File: src/rtl/serial_addsub_if.sv
// Handshake and operand/result bundle for the serial adder/subtractor.
// The master side is the sequencer. The slave side is the arithmetic unit.
interface serial_addsub_if #(
    parameter int WIDTH = 64
);
    logic             start;
    logic             sub;
    logic             cin;
    logic [WIDTH-1:0] dA;
    logic [WIDTH-1:0] dB;
    logic             busy;
    logic             done;
    logic [WIDTH-1:0] result;
    logic             carryOut;
    logic             overflow;

    modport master (
        output start, sub, cin, dA, dB,
        input  busy, done, result, carryOut, overflow
    );

    modport slave (
        input  start, sub, cin, dA, dB,
        output busy, done, result, carryOut, overflow
    );
endinterface

File: src/rtl/serial_addsub.sv
// Multi-cycle serial adder/subtractor that consumes DIGIT bits per clock, LSB digit first.
// Subtraction is performed as A + ~B + ~borrow, so carryOut reads as NOT borrow.
module serial_addsub #(
    parameter int WIDTH = 64,
    parameter int DIGIT = 4
) (
    input  logic           clk,
    input  logic           rst,
    serial_addsub_if.slave bus
);
    localparam int N  = WIDTH / DIGIT;
    localparam int CW = $clog2(N + 1);

    if (WIDTH < 1 || DIGIT < 1 || (WIDTH % DIGIT) != 0) begin : gBadParams
        $fatal(1, "serial_addsub: DIGIT must be >= 1 and divide WIDTH");
    end

    typedef enum logic [1:0] {IDLE, RUN, DONE} state_t;

    state_t           state;
    state_t           stateNext;
    logic [WIDTH-1:0] regA;
    logic [WIDTH-1:0] regB;
    logic [WIDTH-1:0] result;
    logic             carry;
    logic             carryOut;
    logic             overflow;
    logic [CW-1:0]    cnt;
    logic [DIGIT:0]   digitSum;
    logic             carryIntoMsb;
    logic             lastDigit;

    // The carry into the digit's top bit is recovered from the sum bit and both operand bits.
    assign digitSum     = {1'b0, regA[DIGIT-1:0]} + {1'b0, regB[DIGIT-1:0]} + {{DIGIT{1'b0}}, carry};
    assign carryIntoMsb = digitSum[DIGIT-1] ^ regA[DIGIT-1] ^ regB[DIGIT-1];
    assign lastDigit    = (cnt == CW'(N - 1));

    always_ff @(posedge clk or posedge rst) begin
        if (rst) begin
            state <= IDLE;
        end else begin
            state <= stateNext;
        end
    end

    always_comb begin
        stateNext = state;
        case (state)
            IDLE:    if (bus.start) stateNext = RUN;
            RUN:     if (lastDigit) stateNext = DONE;
            DONE:    stateNext = IDLE;
            default: stateNext = IDLE;
        endcase
    end

    always_comb begin
        bus.busy     = (state != IDLE);
        bus.done     = (state == DONE);
        bus.result   = result;
        bus.carryOut = carryOut;
        bus.overflow = overflow;
    end

    // Each new digit enters the result at the top, so after N digits the result is aligned.
    always_ff @(posedge clk or posedge rst) begin
        if (rst) begin
            regA     <= '0;
            regB     <= '0;
            result   <= '0;
            carry    <= 1'b0;
            cnt      <= '0;
            carryOut <= 1'b0;
            overflow <= 1'b0;
        end else begin
            case (state)
                IDLE: begin
                    if (bus.start) begin
                        regA   <= bus.dA;
                        regB   <= bus.sub ? ~bus.dB : bus.dB;
                        carry  <= bus.cin ^ bus.sub;
                        cnt    <= '0;
                        result <= '0;
                    end
                end
                RUN: begin
                    regA   <= regA >> DIGIT;
                    regB   <= regB >> DIGIT;
                    result <= (result >> DIGIT) | (WIDTH'(digitSum[DIGIT-1:0]) << (WIDTH - DIGIT));
                    carry  <= digitSum[DIGIT];
                    cnt    <= cnt + CW'(1);
                    if (lastDigit) begin
                        carryOut <= digitSum[DIGIT];
                        overflow <= carryIntoMsb ^ digitSum[DIGIT];
                    end
                end
                default: ;
            endcase
        end
    end
endmodule

File: src/flat_wrapper.sv
// flat-port wrapper written by rule: the top's interface ports become plain ports
module serial_addsub_flat 
#(
    parameter int WIDTH = 64,
    parameter int DIGIT = 4
)
  (clk, rst, bus_start, bus_sub, bus_cin, bus_dA, bus_dB, bus_busy, bus_done, bus_result, bus_carryOut, bus_overflow);
  serial_addsub_if #(.WIDTH(WIDTH)) bus_i ();
  input  logic clk;
  input  logic rst;
  input wire logic [$bits(bus_i.start)-1:0] bus_start;
  input wire logic [$bits(bus_i.sub)-1:0] bus_sub;
  input wire logic [$bits(bus_i.cin)-1:0] bus_cin;
  input wire logic [$bits(bus_i.dA)-1:0] bus_dA;
  input wire logic [$bits(bus_i.dB)-1:0] bus_dB;
  output wire logic [$bits(bus_i.busy)-1:0] bus_busy;
  output wire logic [$bits(bus_i.done)-1:0] bus_done;
  output wire logic [$bits(bus_i.result)-1:0] bus_result;
  output wire logic [$bits(bus_i.carryOut)-1:0] bus_carryOut;
  output wire logic [$bits(bus_i.overflow)-1:0] bus_overflow;
  assign bus_i.start = bus_start;
  assign bus_i.sub = bus_sub;
  assign bus_i.cin = bus_cin;
  assign bus_i.dA = bus_dA;
  assign bus_i.dB = bus_dB;
  assign bus_busy = bus_i.busy;
  assign bus_done = bus_i.done;
  assign bus_result = bus_i.result;
  assign bus_carryOut = bus_i.carryOut;
  assign bus_overflow = bus_i.overflow;
  serial_addsub #(.WIDTH(WIDTH), .DIGIT(DIGIT)) u_core (.clk(clk), .rst(rst), .bus(bus_i));
endmodule
File: config.mk
export PLATFORM = sky130hd
export DESIGN_NAME = serial_addsub_flat
export DESIGN_NICKNAME = d
export VERILOG_FILES = /design/src/rtl/serial_addsub_if.sv /design/src/rtl/serial_addsub.sv /design/src/flat_wrapper.sv
export SDC_FILE = /design/constraint.sdc
export NUM_CORES = 1
export LEC_CHECK = 0
export ABC_AREA = 1
export CORE_MARGIN = 1
export CORE_UTILIZATION = 32
export CTS_CLUSTER_SIZE = 16
export DETAILED_ROUTE_END_ITERATION = 6
export DONT_BUFFER_PORTS = 1
export PLACE_DENSITY = 0.53
export SLEW_MARGIN = 10
export SYNTH_ARGS = -nofsm -noshare
export SYNTH_HDL_FRONTEND = slang
export SYNTH_SLANG_ARGS = --single-unit
export TNS_END_PERCENT = 20
File: constraint.sdc
create_clock -name clk -period 8.2 [get_ports clk]
set_clock_uncertainty 0.1 [all_clocks]
set_input_delay 1.64 -clock clk [delete_from_list [all_inputs] [get_ports clk]]
set_output_delay 1.64 -clock clk [all_outputs]
set_load 0.01 [all_outputs]
Word level (Yosys, flattened, before mapping)
Cells that the tools add are included.
- muxes and demuxes: 14
- equal/unequal tests: 5
- bitwise logic cells: 6
- reduce and logical (&&, ||, !) cells: 6
- add/sub/neg operators: 3
- operators with widths (kind ; number):
    64-bit one-hot mux with 2 select lines ; 3
    64-bit two-way mux ; 4
    64-bit NOT ; 1
    60-bit by 64-bit bitwise OR with 64-bit output ; 1
    5-bit one-hot mux with 2 select lines ; 1
    2-bit AND reduction ; 3
    4-bit by 4-bit adder with 5-bit output ; 1
    5-bit by 1-bit adder with 5-bit output ; 1
    5-bit by 1-bit adder with 5-bit output (second input constant) ; 1
    5-bit by 4-bit equality test with 1-bit output (second input constant) ; 1
    5-bit two-way mux ; 1
    2-bit two-way mux ; 2
    2-bit one-hot mux with 2 select lines ; 1
    2-bit nonzero test ; 2
    1-bit XOR ; 4
    2-bit by 1-bit equality test with 1-bit output (second input constant) ; 1
    2-bit equality test (second input constant) ; 1
    2-bit zero test ; 1
    2-bit by 1-bit != test with 1-bit output (second input constant) ; 1
    2-bit != test (second input constant) ; 1
    1-bit one-hot mux with 2 select lines ; 1
    1-bit two-way mux ; 1
- input port bits: 133
- output and inout bits: 68
- register bits after elaboration: 202

Logic depth before layout (Yosys ltp)
- word-level depth: 5
- gate-level depth with buffers: 11

Worst setup path after synthesis
OpenSTA, ideal clock, no wires.
- path kind: register to output
- start: reg u_core.state[0]
- end: out bus_done
- data required time: 6.460 ns
- arrival time: 0.924 ns
- setup slack: 5.536 ns
- stages on the path, launching flop included: 4
- cells stage by stage: dfrtp_1 > buf_2 > clkbuf_1 > nor2_1
- cells in the longest elaborated chain, start to end: 1
- ends and longest elaborated chain (what ; RTL line ; source):
    from (decl) ; serial_addsub.sv:20 ; state_t state;
    from (signal assigned) ; serial_addsub.sv:42 ; state <= stateNext;
    2-bit equality test ; serial_addsub.sv:58 ; bus.done = (state == DONE);
    to (decl) ; flat_wrapper.sv:17 ; output wire logic [$bits(bus_i.done)-1:0] bus_done;
No other way between the ends.

Worst setup path after layout
- start: reg u_core.state[0]
- end: reg u_core.regB[39]
- cells in the longest elaborated chain, start to end: 3
- elaborated cells on any way between the ends: 6
- classes of those cells: eq/ne: 2; mux: 1; reduce/logical: 3
- ends and longest elaborated chain (what ; RTL line ; source):
    2-bit by 1-bit equality test with 1-bit output / 2-bit zero test (equally long branches) ; serial_addsub.sv:75 ; case (state)
    2-bit nonzero test (no line) / 2-bit != test (equally long branches) ; - ;
    2-bit AND reduction (no line) ; - ;
    to (signal assigned) ; serial_addsub.sv:79 ; regB <= bus.sub ? ~bus.dB : bus.dB;
    to (signal assigned) ; serial_addsub.sv:87 ; regB <= regB >> DIGIT;
    to (decl) ; serial_addsub.sv:23 ; logic [WIDTH-1:0] regB;
Several ways; a longest one is shown, not always the timed one.
A chain may end at the register's enable or synchronous reset.

==> impl_metrics.toml <==
[outcome]
status = "finished, final reports clean"

[synthesis]
synth.cell_area_sq_mm = 0.00895
synth_compound_area_share_pct = 19.2
synth_mux_area_share_pct = 0
yosys.area.top_type = "dfrtp_1"
synth_seq_cells = 202
synth.avg_cell_area_sq_um = 9.69
syn_inst = 924
synth.area.top_cells = "dfrtp_1, nand2_1, xnor2_1"
synth_top_family_by_area = "compound AO/OA/AOI/OAI gates"
synth_nets = 1064
synth_top_area_share_pct = 56.5
seq_area_frac_synth_pct = 56.5
synth_simple_gate_area_share_pct = 8.61
synth_xor_xnor_area_share_pct = 6.46
synth_warnings = 0
synth_cell_types = 29
synthAdderAreaFrac_pct = 1.15

[setup_path]
startpoint_type = "flip-flop"
critPathMaxFanout = 114
max_stage_delay_ns = 0.84
r2r_start = "u_core.state[0]"
crit_buf_inv = 5
crit_path_cell_trace = "inv_2, nor2_4, inv_2, nand2_4, buf_4, inv_4, buf_4, a22oi_1, o21ai_0"
path_class = "flip-flop to flip-flop"
cp_slowest_cell = "dfrtp_1"
critPathCaptureType = "flip-flop"
required_ns = 8.45
rr_endpoint = "u_core.regB[39]"
arrival_ns = 4.34
r2r_slack_ns = 4.11
ff2ff_path_depth = 9
cp_top_family = "buffers and inverters"

[pwr]
p_leak_uw = 0.00423
powerDensity_mw_per_mm2 = 393
irDropWorstVdd_mv = 0.166

[final_layout]
layout_common_cells = "dfrtp_1, nand2_1, inv_1"
final_common_cell = "dfrtp_1"
final_layout_size_suffix_gt1_share_pct = 5.85
syn2layout_area_growth_pct = 10.9
design_area_sq_mm = 0.00992
nNetsFinal = 1031

[floorplanning]
fp.dieW_um = 169
rows = 60
start_util_pct = 32.9
coreArea_sq_mm = 0.0272
dieArea_sq_mm = 0.0286
io_pins = 201
die_y_um = 169

[timing]
layout_min_cycle_time_ns = 4.09
max_slew_margin_pct = 22.6
whs_ns = 0.382
drv_slew = 0
fin_crit_sh_pct = 49.9
fmax_mhz = 245
tightest_slew_ns = 1.16
rsz0062_at_grt = "no"
hold_viol_final = 0
finalSetupViolations = 0
fin_setup_tns_ns = 0

[grt]
grt_pass1_wl_um = 35200
grt_max_degree = 141
grt-ovfl-total = 0
grt_util_all_layers_pct = 15.4
grt_pass1_vias = 6326
antenna_found_initial = 9

[clocking]
clk_path_buf_depth = 3
cts_tree = "built"
htreeDepth = 1
holdBufCountCts = 0
clock_sinks = 202
root_buffer = "clkbuf_16"
cts_buffers = 24
clk_pin_slew_ns = 0.06
cts_resized = 0
cts_setup_buffers = 0
clkLatencyLatePin_ns = 0.51

[drt]
wl_per_cell_um = 17.3
routed_wl_um = 22100
vias_per_cell = 4.91
dr.pass1.iters = 4
vias = 6288
remaining_drc_errors = 0
final_antenna_net_count = 0
drt_iter0_markers = 500

[hold_path]
whs_endpoint = "u_core.regB[61]"
hp-start = "u_core.regB[61]"
hold_path_depth = 2
min_path_type = "flip-flop to flip-flop"

[placed_design]
placed_cell_area_sq_mm = 0.00916
port_buffers = 0
place.gp.congestion = 0.740
dp_hpwl_um = 13800

[job]
maxCapViolations = 0
-- layer usage --
metal  wire length, um  share of wire, %  global-route usage (%)
met1             10100                46                    21.0
met4               447               2.0                    3.80
met2              9440                43                    22.7
met5                73              0.33                       0
met3              2030               9.2                    6.09
-- state kept, by name, indices dropped and copies added, names as in the netlist --
| signal | flops |
|---|---|
| u_core.bus.result | 64 |
| u_core.cnt | 5 |
| u_core.regA | 64 |
| u_core.regB | 64 |
| u_core.bus.carryOut | 1 |
| u_core.carry | 1 |
| u_core.bus.overflow | 1 |
| u_core.state | 2 |
-- cell families after synthesis --
group	Yosys count
flops	202
buf+inv	176
fa+ha+maj	7
xor+xnor	66
simple gates	196
compound gates	277
-- worst max path at each step --
stage / startpoint / to / slack [ns] / cells past startpoint
floorplan: rst / u_core.bus.carryOut / 0.95 / 1
global placement: bus_start / u_core.regA[5] / 4.01 / 8
detailed placement: bus_start / u_core.regB[57] / 4.01 / 7
CTS: u_core.state[0] / u_core.regB[57] / 4.05 / 9
global route: u_core.state[0] / u_core.regA[35] / 3.63 / 10
finish: u_core.state[0] / u_core.regB[39] / 4.11 / 9
-- per-stage QoR --
stage / setup WS [ns] / instances / power [uW] / utilization [%]
global route: 3.63 / 1278 / 4210 / 36.5
finish: 4.11 / 1281 / 3900 / 36.5
floorplan: 0.949 / 924 / 2620 / -
CTS: 4.05 / 1278 / 3950 / 36.5
detailed placement: 4.01 / 1237 / 2910 / 33.7
global placement: 4.01 / 1237 / 2880 / 33.7
-- final cells by class --
type	instances	area, sq um
diodes	3	7.51
fillers	2794	17300
inverters	111	427
multi-input cells	546	3170
well taps	372	465
repair buffers	6	45.0
clock buffers	32	661
clock inverters	9	93.8
flip-flops and latches	202	5050
-- cell usage after synthesis --
cell type and instances:
a21oi_1 19, a22o_1 3, a22oi_1 34, a32o_1 2, buf_1 1, buf_2 34, buf_4 5, clkbuf_1 25
dfrtp_1 202, fa_1 2, ha_1 5, inv_1 106, inv_2 4, inv_4 1, nand2_1 158, nand2_2 1
nand2_4 1, nand3_1 10, nor2_1 23, nor2_2 1, nor2_4 1, o211ai_1 52, o21ai_0 79, o21ai_1 15
o221ai_1 2, o22ai_1 71, or2_2 1, xnor2_1 65, xor2_1 1
-- power breakdown --
group	internal (uW)	total [uW]	switching, uW
clock network	599	1020	418
registers	1420	1750	324
logic	435	1130	699
-- worst min-delay path: stages (launching register included) --
cell     delay (ns)
dfrtp_1        0.34
nand2_1        0.05
o21ai_0        0.06
Note: power is estimated with default switching activity, not from simulation.
